File: config.mk
export PLATFORM = sky130hd
export DESIGN_NAME = tmds_encoder_8b10b
export DESIGN_NICKNAME = d
export VERILOG_FILES = /design/src/rtl/tmds_pkg.sv /design/src/rtl/tmds_encoder_8b10b.sv
export SDC_FILE = /design/constraint.sdc
export NUM_CORES = 1
export LEC_CHECK = 0
export BUFFER_PORTS_ARGS = -buffer_cell sky130_fd_sc_hd__buf_2
export CELL_PAD_IN_SITES_DETAIL_PLACEMENT = 1
export CELL_PAD_IN_SITES_GLOBAL_PLACEMENT = 1
export CORE_UTILIZATION = 40
export DETAILED_ROUTE_END_ITERATION = 10
export PLACE_DENSITY_LB_ADDON = 0.15
export SYNTH_ARGS = -nofsm -noshare
export SYNTH_HDL_FRONTEND = slang
export SYNTH_SLANG_ARGS = --single-unit
File: constraint.sdc
create_clock -name serial_clk -period 3.9 [get_ports serial_clk]
set_input_delay 0.78 -clock serial_clk [delete_from_list [all_inputs] [get_ports serial_clk]]
set_output_delay 0.78 -clock serial_clk [all_outputs]
set_load 0.01 [all_outputs]
File: src/rtl/tmds_pkg.sv
// rtl/tmds_pkg.sv - shared constants and helpers for the TMDS 8b/10b channel encoder
package tmds_pkg;

  // Width of the signed running-disparity counter; it stays within -10..+10.
  localparam int CNT_W = 5;

  // Control-period tokens, indexed by {c1,c0}.
  localparam logic [9:0] TMDS_CTRL_00 = 10'b1101010100;
  localparam logic [9:0] TMDS_CTRL_01 = 10'b0010101011;
  localparam logic [9:0] TMDS_CTRL_10 = 10'b0101010100;
  localparam logic [9:0] TMDS_CTRL_11 = 10'b1010101011;

  // Number of ones in an 8-bit value (0..8).
  function automatic logic [3:0] popcount8(input logic [7:0] v);
    logic [3:0] s;
    s = 4'd0;
    for (int i = 0; i < 8; i++) begin
      s = s + {3'b000, v[i]};
    end
    return s;
  endfunction

endpackage

File: src/rtl/tmds_encoder_8b10b.sv
// rtl/tmds_encoder_8b10b.sv - 3-stage pixel-rate TMDS 8b/10b encoder for one colour channel
module tmds_encoder_8b10b
  import tmds_pkg::*;
#(
  parameter logic [9:0] RST_TOKEN = 10'b1101010100
) (
  input  logic       serial_clk,
  input  logic       reset,
  input  logic       de,
  input  logic       c0,
  input  logic       c1,
  input  logic [7:0] din,
  output logic [9:0] tmds_data
);

  // Stage 1 registers: sampled inputs plus the ones count of the pixel.
  logic [7:0] r_s1_din;
  logic       r_s1_de;
  logic [1:0] r_s1_c;
  logic [3:0] r_s1_n1d;

  // Stage 2 registers: transition-minimised word and its ones/zeros counts.
  logic [8:0] r_s2_qm;
  logic [3:0] r_s2_n1q;
  logic [3:0] r_s2_n0q;
  logic       r_s2_de;
  logic [1:0] r_s2_c;

  // Stage 3 state: running disparity of the transmitted stream.
  logic signed [CNT_W-1:0] r_cnt;

  logic                    w_use_xnor;
  logic [8:0]              w_qm;
  logic signed [CNT_W-1:0] w_n1q;
  logic signed [CNT_W-1:0] w_n0q;
  logic signed [CNT_W-1:0] w_q8x2;
  logic signed [CNT_W-1:0] w_nq8x2;
  logic                    w_cnt_pos;
  logic                    w_cnt_neg;
  logic                    w_case_a;
  logic                    w_case_b;
  logic [9:0]              w_video_word;
  logic signed [CNT_W-1:0] w_cnt_next;
  logic [9:0]              w_ctrl_word;

  // Stage 1: capture inputs and count ones of the pixel.
  always_ff @(posedge serial_clk) begin
    if (reset) begin
      r_s1_din <= 8'd0;
      r_s1_de  <= 1'b0;
      r_s1_c   <= 2'b00;
      r_s1_n1d <= 4'd0;
    end else begin
      r_s1_din <= din;
      r_s1_de  <= de;
      r_s1_c   <= {c1, c0};
      r_s1_n1d <= popcount8(din);
    end
  end

  // Stage 2 combinational: pick XOR or XNOR chaining to minimise transitions.
  always_comb begin
    w_use_xnor = (r_s1_n1d > 4'd4) || ((r_s1_n1d == 4'd4) && !r_s1_din[0]);
    w_qm       = 9'd0;
    w_qm[0]    = r_s1_din[0];
    for (int i = 1; i < 8; i++) begin
      w_qm[i] = w_use_xnor ? ~(w_qm[i-1] ^ r_s1_din[i]) : (w_qm[i-1] ^ r_s1_din[i]);
    end
    w_qm[8] = ~w_use_xnor;
  end

  // Stage 2: register q_m with its ones and zeros counts.
  always_ff @(posedge serial_clk) begin
    if (reset) begin
      r_s2_qm  <= 9'd0;
      r_s2_n1q <= 4'd0;
      r_s2_n0q <= 4'd0;
      r_s2_de  <= 1'b0;
      r_s2_c   <= 2'b00;
    end else begin
      r_s2_qm  <= w_qm;
      r_s2_n1q <= popcount8(w_qm[7:0]);
      r_s2_n0q <= popcount8(~w_qm[7:0]);
      r_s2_de  <= r_s1_de;
      r_s2_c   <= r_s1_c;
    end
  end

  // Stage 3 combinational: DC-balance decision and next disparity.
  always_comb begin
    w_n1q     = {1'b0, r_s2_n1q};
    w_n0q     = {1'b0, r_s2_n0q};
    w_q8x2    = {3'b000, r_s2_qm[8], 1'b0};
    w_nq8x2   = {3'b000, ~r_s2_qm[8], 1'b0};
    w_cnt_neg = r_cnt[CNT_W-1];
    w_cnt_pos = !r_cnt[CNT_W-1] && (r_cnt != '0);
    w_case_a  = (r_cnt == '0) || (w_n1q == w_n0q);
    w_case_b  = (w_cnt_pos && (w_n1q > w_n0q)) || (w_cnt_neg && (w_n0q > w_n1q));

    if (w_case_a) begin
      w_video_word = {~r_s2_qm[8], r_s2_qm[8], r_s2_qm[8] ? r_s2_qm[7:0] : ~r_s2_qm[7:0]};
      w_cnt_next   = r_cnt + (r_s2_qm[8] ? (w_n1q - w_n0q) : (w_n0q - w_n1q));
    end else if (w_case_b) begin
      w_video_word = {1'b1, r_s2_qm[8], ~r_s2_qm[7:0]};
      w_cnt_next   = r_cnt + w_q8x2 + (w_n0q - w_n1q);
    end else begin
      w_video_word = {1'b0, r_s2_qm[8], r_s2_qm[7:0]};
      w_cnt_next   = r_cnt + (w_n1q - w_n0q) - w_nq8x2;
    end
  end

  // Stage 3 combinational: control token for the blanking period.
  always_comb begin
    w_ctrl_word = TMDS_CTRL_00;
    case (r_s2_c)
      2'b00:   w_ctrl_word = TMDS_CTRL_00;
      2'b01:   w_ctrl_word = TMDS_CTRL_01;
      2'b10:   w_ctrl_word = TMDS_CTRL_10;
      default: w_ctrl_word = TMDS_CTRL_11;
    endcase
  end

  // Stage 3: register the output word; blanking clears the disparity.
  always_ff @(posedge serial_clk) begin
    if (reset) begin
      tmds_data <= RST_TOKEN;
      r_cnt     <= '0;
    end else if (r_s2_de) begin
      tmds_data <= w_video_word;
      r_cnt     <= w_cnt_next;
    end else begin
      tmds_data <= w_ctrl_word;
      r_cnt     <= '0;
    end
  end

endmodule

Yosys cells after proc, flatten, opt, wreduce, memory -nomap -nowiden. Index checks and enable logic that the tools add are counted.

Register bits: 50. Latch bits: 0. RAM bits: 0. Memory bits (read-only): 0. Input bits: 13. Output and inout port bits: 10. Logic and storage cells: 93. Memories: 0.

Add/sub/neg operators: 28. $mul: 0. Divide/modulo/power cells: 0. Magnitude comparators: 3. Eq/ne operators: 4. Shift-type cells: 0. Muxes and demuxes: 15. Bitwise operators: 19. Reductions and logical operators: 13.

Operators by type and width (count): $add 4x1->4 (12); $mux 10 (3); $pmux 10 s3 (1); $not 8->8 (2); $add 5x5->5 (3); $mux 5 (3); $add 3x1->4 (3); $not 1->1 (10); $sub 4x4->5 (2); $add 2x1->3 (3); $gt 4x4->1 (2); $mux 8 (1); $mux 1 (7); $xor 1x1->1 (7); $add 1x1->2 (3); $add 5x3->5 (1); $logic_not 5->1 (1); $reduce_bool 5->1 (1); $sub 5x3->5 (1); $eq 4x3->1 const B (1); $eq 4x4->1 (1); $gt 4x3->1 const B (1); $logic_and 1x1->1 (4); $logic_or 1x1->1 (3); other kinds (5) (6).

Depth between registers and ports, before layout. Gate-level depths: netlist (run 1).

Word-level depth: 30. Gate-level depth with buffers: 14. Mapped depth without buffers: 14.

Least setup slack after synthesis (run 1). Ideal clock, no wire load.

Path kind: reg2reg. Start: reg r_s1_din[0]. End: reg r_s2_n1q[2]. Library setup time: 0.128 ns. Arrival: 3.460 ns. Required time: 3.772 ns. Setup slack: 0.313 ns. Stages on the path, launching flop included: 15. Cells stage by stage: dfxtp_1 > o21ba_1 > a31oi_2 > xnor3_2 > fa_1 > xor2_1 > ha_1 > inv_1 > fa_1 > inv_1 > ha_1 > inv_1 > fa_1 > xor2_1 > nor2_1.

Word-level cells in the longest chain between the ends: 23. Elaborated cells between the ends (all ways): 31. Classes of those cells: add/sub: 7; mux: 7; bitwise: 14; reduce/logical: 3.

RTL lines: start: declaration (line tmds_encoder_8b10b.sv:17) `logic [7:0] r_s1_din;`; start signal: assignment (line tmds_encoder_8b10b.sv:54) `r_s1_din <= din;`; parallel branches: the longest is 22 deep, another holds $add 3x1->4; $add 4x1->4 * (line tmds_pkg.sv:18) `s = s + {3'b000, v[i]};`; end signal: assignment (line tmds_encoder_8b10b.sv:82) `r_s2_n1q <= popcount8(w_qm[7:0]);`; end: declaration (line tmds_encoder_8b10b.sv:24) `logic [3:0] r_s2_n1q;`.

Mark *: on every way between the ends. A chain may end at the register's enable or synchronous reset.

Worst setup path after layout (run 1). Same ends and word-level chain as after synthesis.

==> results of run 1 <==
-- routing by layer --
layer | part of all wire, % | global-route usage, %
met1 | 50 | 23.5
met2 | 46 | 27.3
met3 | 3.2 | 3.81
met4 | 1.1 | 4.82
met5 | 0 | 0
-- cell type report --
| type | count | area share (%) |
|---|---|---|
| Multi-Input combinational cell | 239 | 55.6 |
| Sequential cell | 50 | 28.0 |
| Inverter | 56 | 5.89 |
| Timing Repair Buffer | 25 | 3.71 |
| Tap cell | 102 | 3.57 |
| Clock buffer | 5 | 1.93 |
| Clock inverter | 3 | 1.26 |
-- worst max-delay path: cells and delay by family (launching register included) --
kind / cells / cell delay, ps
xor gates and xnor gates: 3 / 730
AOI/OAI and AO/OA: 2 / 390
DFF: 1 / 420
adders and majority gates: 5 / 1790
buffers and inverters: 3 / 160
and+or+nand+nor: 1 / 50
-- flip-flops by register name, summed over array words and instances, names as in the netlist --
signal / flops
tmds_data: 10
r_s2_qm: 9
r_s1_din: 8
r_cnt: 5
r_s1_n1d: 4
r_s2_n0q: 4
r_s2_n1q: 4
r_s1_c: 2
r_s2_c: 2
r_s1_de: 1
r_s2_de: 1
-- stage by stage --
step / area [sq um] / cells
final: 3570 / 480
after global routing: 3570 / 480
after CTS: 3570 / 480
after detailed placement: 3460 / 472
after global placement: 3460 / 472
after floorplan: 3240 / 355
-- worst max path at each step --
stage,start,endpoint,slack (ps),cells past startpoint
global route,r_s1_din[0],r_s2_n1q[2],40,14
detailed placement,r_s1_din[0],r_s2_n1q[2],220,14
finish,r_s1_din[0],r_s2_n1q[2],250,14
global placement,r_s1_din[0],r_s2_n1q[2],290,14
CTS,r_s1_din[0],r_s2_n1q[2],210,14
floorplan,r_s1_din[0],r_s2_n1q[2],310,14
-- cell families after synthesis --
kind of cell	Yosys count	share of synthesized area (%)
AND/OR/NAND/NOR	92	14.5
flip-flops	50	30.9
adder cells (fa/ha/maj)	53	24.0
buffers and inverters	66	7.77
XOR/XNOR	29	8.89
AO/OA/AOI/OAI	65	13.9
-- placed cells by master, fill, tap and decap left out, drive strengths merged, types with 2 or more instances in the layout --
cell,netlist,final
dfxtp,50,50
nor2,31,31
clkbuf,5,5
a211oi,2,2
and3,3,3
xor2,16,16
ha,38,38
nor2b,17,17
clkinvlp,0,2
nand2b,13,13
fa,15,15
o21ai,10,10
nor3b,3,3
a21o,5,5
inv,56,56
nand2,12,12
o21bai,2,2
or3,5,5
o2111ai,8,8
nand3,4,4
a31oi,5,5
buf,5,25
o21a,3,3
a21oi,13,13
xnor2,12,12
o211ai,11,11
nand4,2,2
==> flow_summary.ini, run 1 <==
[run_status]
status = complete, no violations

[layout]
final_util_pct = 46.0
fin_nets = 443
fillers = 930
drive_gt1_share_pct = 10.1
diodes = 0
multi_input_area_sq_um = 1990
regArea_sq_um = 1000
area_growth_pct = 10.3

[floorplanning]
initial_core_util_pct = 41.7
dieArea_sq_um = 8460
num_rows = 32
die_h_um = 92.0
core_area_sq_um = 7770
io_pins = 23
die_w_um = 92.0

[place]
numPortBuffers = 22
place_congestion = 0.754
dp_slack_ps = 223
dp_hpwl_um = 5270

[sta]
rsz0062_at_grt = false
slew_headroom_pct = 51.7
slew_violations = 0
hold_ws_ps = 447
hold_viol = 0
fin_crit_sh_pct = 93.7
setup_tns_ps = 0
setup_viol = 0
tightest_slew_ps = 724
setup_slack_ps = 246
skew_ps = 8.04
period_needed_ps = 3650
clock.fmax_mhz = 274

[setup_path]
r2r_start = r_s1_din[0]
required_ps = 4080
arrival_ps = 3830
cp_cell_sequence = o21ba_1 > a31oi_2 > xnor3_2 > fa_1 > xor2_1 > ha_1 > inv_1 > fa_1 > inv_1 > ha_1 > inv_1 > fa_1 > xor2_1 > nor2_1
crit_path_end_kind = flip-flop
setup.worst_path.class = flip-flop to flip-flop
r2r_end = r_s2_n1q[2]
slowest_delay_ps = 530
start_kind = flip-flop
cp_max_fo = 5
cp_slowest_cell = fa_1
worst-r2r-setup-slack_ps = 250
reg2reg_depth = 14

[yosys]
syn-num-nets = 421
synth-main-ff-cell = dfxtp_1
avgSynthCellArea_sq_um = 9.12
synthTopCellsByArea = dfxtp_1, ha_1, fa_1
netlist_top_cells_count = inv_1, dfxtp_1, ha_1, nor2_1, nor2b_1
synth-edff-count = 0
yosys_warnings = 0
synth-seq-area-share_pct = 30.9
synth.distinct_cells = 40
yosysTopAreaCell = dfxtp_1
yosysMostFrequentCell = inv_1
synth_top_area_share_pct = 30.9
netlist_instances = 355
syn_area_sq_um = 3240
ys_seq_elements = 50
async_flop_share_pct = 0

[cts]
postCtsSetupRepairBufs = 0
cts_tree = yes
cts_buffers = 5
cts_sinks = 50
root_buffer = clkbuf_8
h-tree-depth = 2
insertion_delay_ps = 310
cts_buffer_depth = 2
clk_pin_slew_ps = 100
cts.repair.resized = 0
ctsHoldBuffers = 0

[global_routing]
grt_max_degree = 41
grt_pass1_vias = 2430
grt_pass1_wl_um = 11400
grt.overflow.total = 0
grt_usage_pct = 17.2
antenna_found_initial = 0

[drt]
ant_nets = 0
firstDrtPassIters = 4
wl_per_cell_um = 13.6
via_per_inst = 4.95
drt-total-wl_um = 6510
drc = 0
vias = 2375
drtIter0Drc = 55

[hold_path]
worstHoldStart = r_s1_de
hold_depth = 1
min_path_type = flip-flop to flip-flop
holdPathEnd = r_s2_de

[job]
maxCapViolations = 0
Power of run 1 is left out: the tool's default activity adds up to more than one toggle a clock period on the data nets, which glitch-free logic cannot reach.
==> inputs of run 2 (changes only) <==
- CORE_UTILIZATION: 40 -> 47
==> run 2 against run 1 <==
  * Worst hold slack hardly changed
  * Die area is 15% lower
  * Flip-flop and latch count stayed put
  * Routed wire length is 5.3% higher
  * Sequential share of layout area is 0.29 points higher
  * Via count is 0.42% higher
  * Cell area is 0.91% lower
  * Clock skew is 3.5 ps lower
  * Setup slack worse by 8.6 ps
  * Highest routed layer unchanged
==> flow_summary.ini, run 2 (synthesis results as in run 1) <==
[run_status]
status = complete, no violations

[setup_path]
arrival_ps = 3840
required_ps = 4070
worst-r2r-setup-slack_ps = 240
reg2reg_depth = 14
cp_max_fo = 5
start_kind = flip-flop
r2r_start = r_s1_din[0]
setup.worst_path.class = flip-flop to flip-flop
crit_path_end_kind = flip-flop
r2r_end = r_s2_n1q[2]

[layout]
final_common_cell = inv_1
fin_nets = 442
area_growth_pct = 9.27
top_regs = tmds_data: 10 flops, r_s2_qm: 9 flops, r_s1_din: 8 flops
regMostFlops = tmds_data
drive_gt1_share_pct = 10.3
layout_common_cells = inv_1, dfxtp_1, ha_1
final_util_pct = 54.5
diodes = 0
largest_reg_flops = 10

[floorplanning]
die_w_um = 85.0
core_area_sq_um = 6490
die_h_um = 85.0
initial_core_util_pct = 49.9
dieArea_sq_um = 7230
io_pins = 23
num_rows = 29

[drt]
wl_per_cell_um = 15.1
drt-total-wl_um = 6850
via_per_inst = 5.25
drc = 0
vias = 2385
ant_nets = 0
drtIter0Drc = 71
firstDrtPassIters = 4

[hold_path]
worstHoldStart = r_s1_c[0]
hold_depth = 1
min_path_type = flip-flop to flip-flop
holdPathEnd = r_s2_c[0]

[global_routing]
grt_max_degree = 41
grt_pass1_vias = 2519
grt_pass1_wl_um = 11900
grt.overflow.total = 0
grt_usage_pct = 20.9
antenna_found_initial = 0

[sta]
setup_slack_ps = 237
fin_crit_sh_pct = 93.9
slew_violations = 0
setup_viol = 0
skew_ps = 4.55
tightest_slew_ps = 739
setup_tns_ps = 0
rsz0062_at_grt = false
period_needed_ps = 3660
clock.fmax_mhz = 273
slew_headroom_pct = 50.7
hold_viol = 0

[cts]
clk_pin_slew_ps = 100
ctsHoldBuffers = 0
cts_sinks = 50
root_buffer = clkbuf_8
h-tree-depth = 2
cts_buffer_depth = 2
cts_tree = yes
postCtsSetupRepairBufs = 0
cts.repair.resized = 0
insertion_delay_ps = 300
cts_buffers = 5

[place]
dp_hpwl_um = 5420
place_congestion = 0.770
numPortBuffers = 22
dp_slack_ps = 166

[job]
maxCapViolations = 0
[run 2: layer usage]
metal / routed length, um / part of all wire [%] / GRT usage [%]
met1: 3250 / 47 / 26.5
met2: 3420 / 50 / 37.9
met3: 158 / 2.3 / 2.92
met4: 29 / 0.42 / 4.01
met5: 0 / 0 / 0
[run 2: area by class of cell]
type,count,area (sq um)
fill,779,2960
multi-input combinational,239,1990
sequential,50,1000
inverter,56,210
timing repair buffer,24,125
tap,77,96.3
clock buffer,5,68.8
clock inverter,3,47.5
[run 2: worst max path at each step]
stage	startpoint	end	slack (ps)
final	r_s1_din[0]	r_s2_n1q[2]	240
after global routing	r_s1_n1d[2]	r_s2_n1q[2]	9
after CTS	r_s1_din[0]	r_s2_n1q[2]	130
after detailed placement	r_s1_din[0]	r_s2_n1q[2]	170
after global placement	r_s1_din[0]	r_s2_n1q[2]	290
after floorplan	r_s1_din[0]	r_s2_n1q[2]	310
[run 2: stage by stage]
stage | instance area [sq um] | cells | hold slack (ps)
2_1_floorplan | 3240 | 355 | 414
3_3_place_gp | 3420 | 446 | 420
3_5_place_dp | 3420 | 446 | 428
4_1_cts | 3530 | 454 | 453
5_1_grt | 3540 | 454 | 452
6_report | 3540 | 454 | 447
[run 2: critical path, stage by stage (launching register included)]
cell and delay, ps:
dfxtp_2 380, o21ba_1 170, a31oi_2 210, xnor3_2 400, fa_2 600, xor2_1 170, ha_1 250, inv_1 80
fa_1 410, inv_1 80, ha_1 170, inv_1 60, fa_1 370, xor2_1 150, nor2_1 50
Power of run 2 is left out for the same reason.
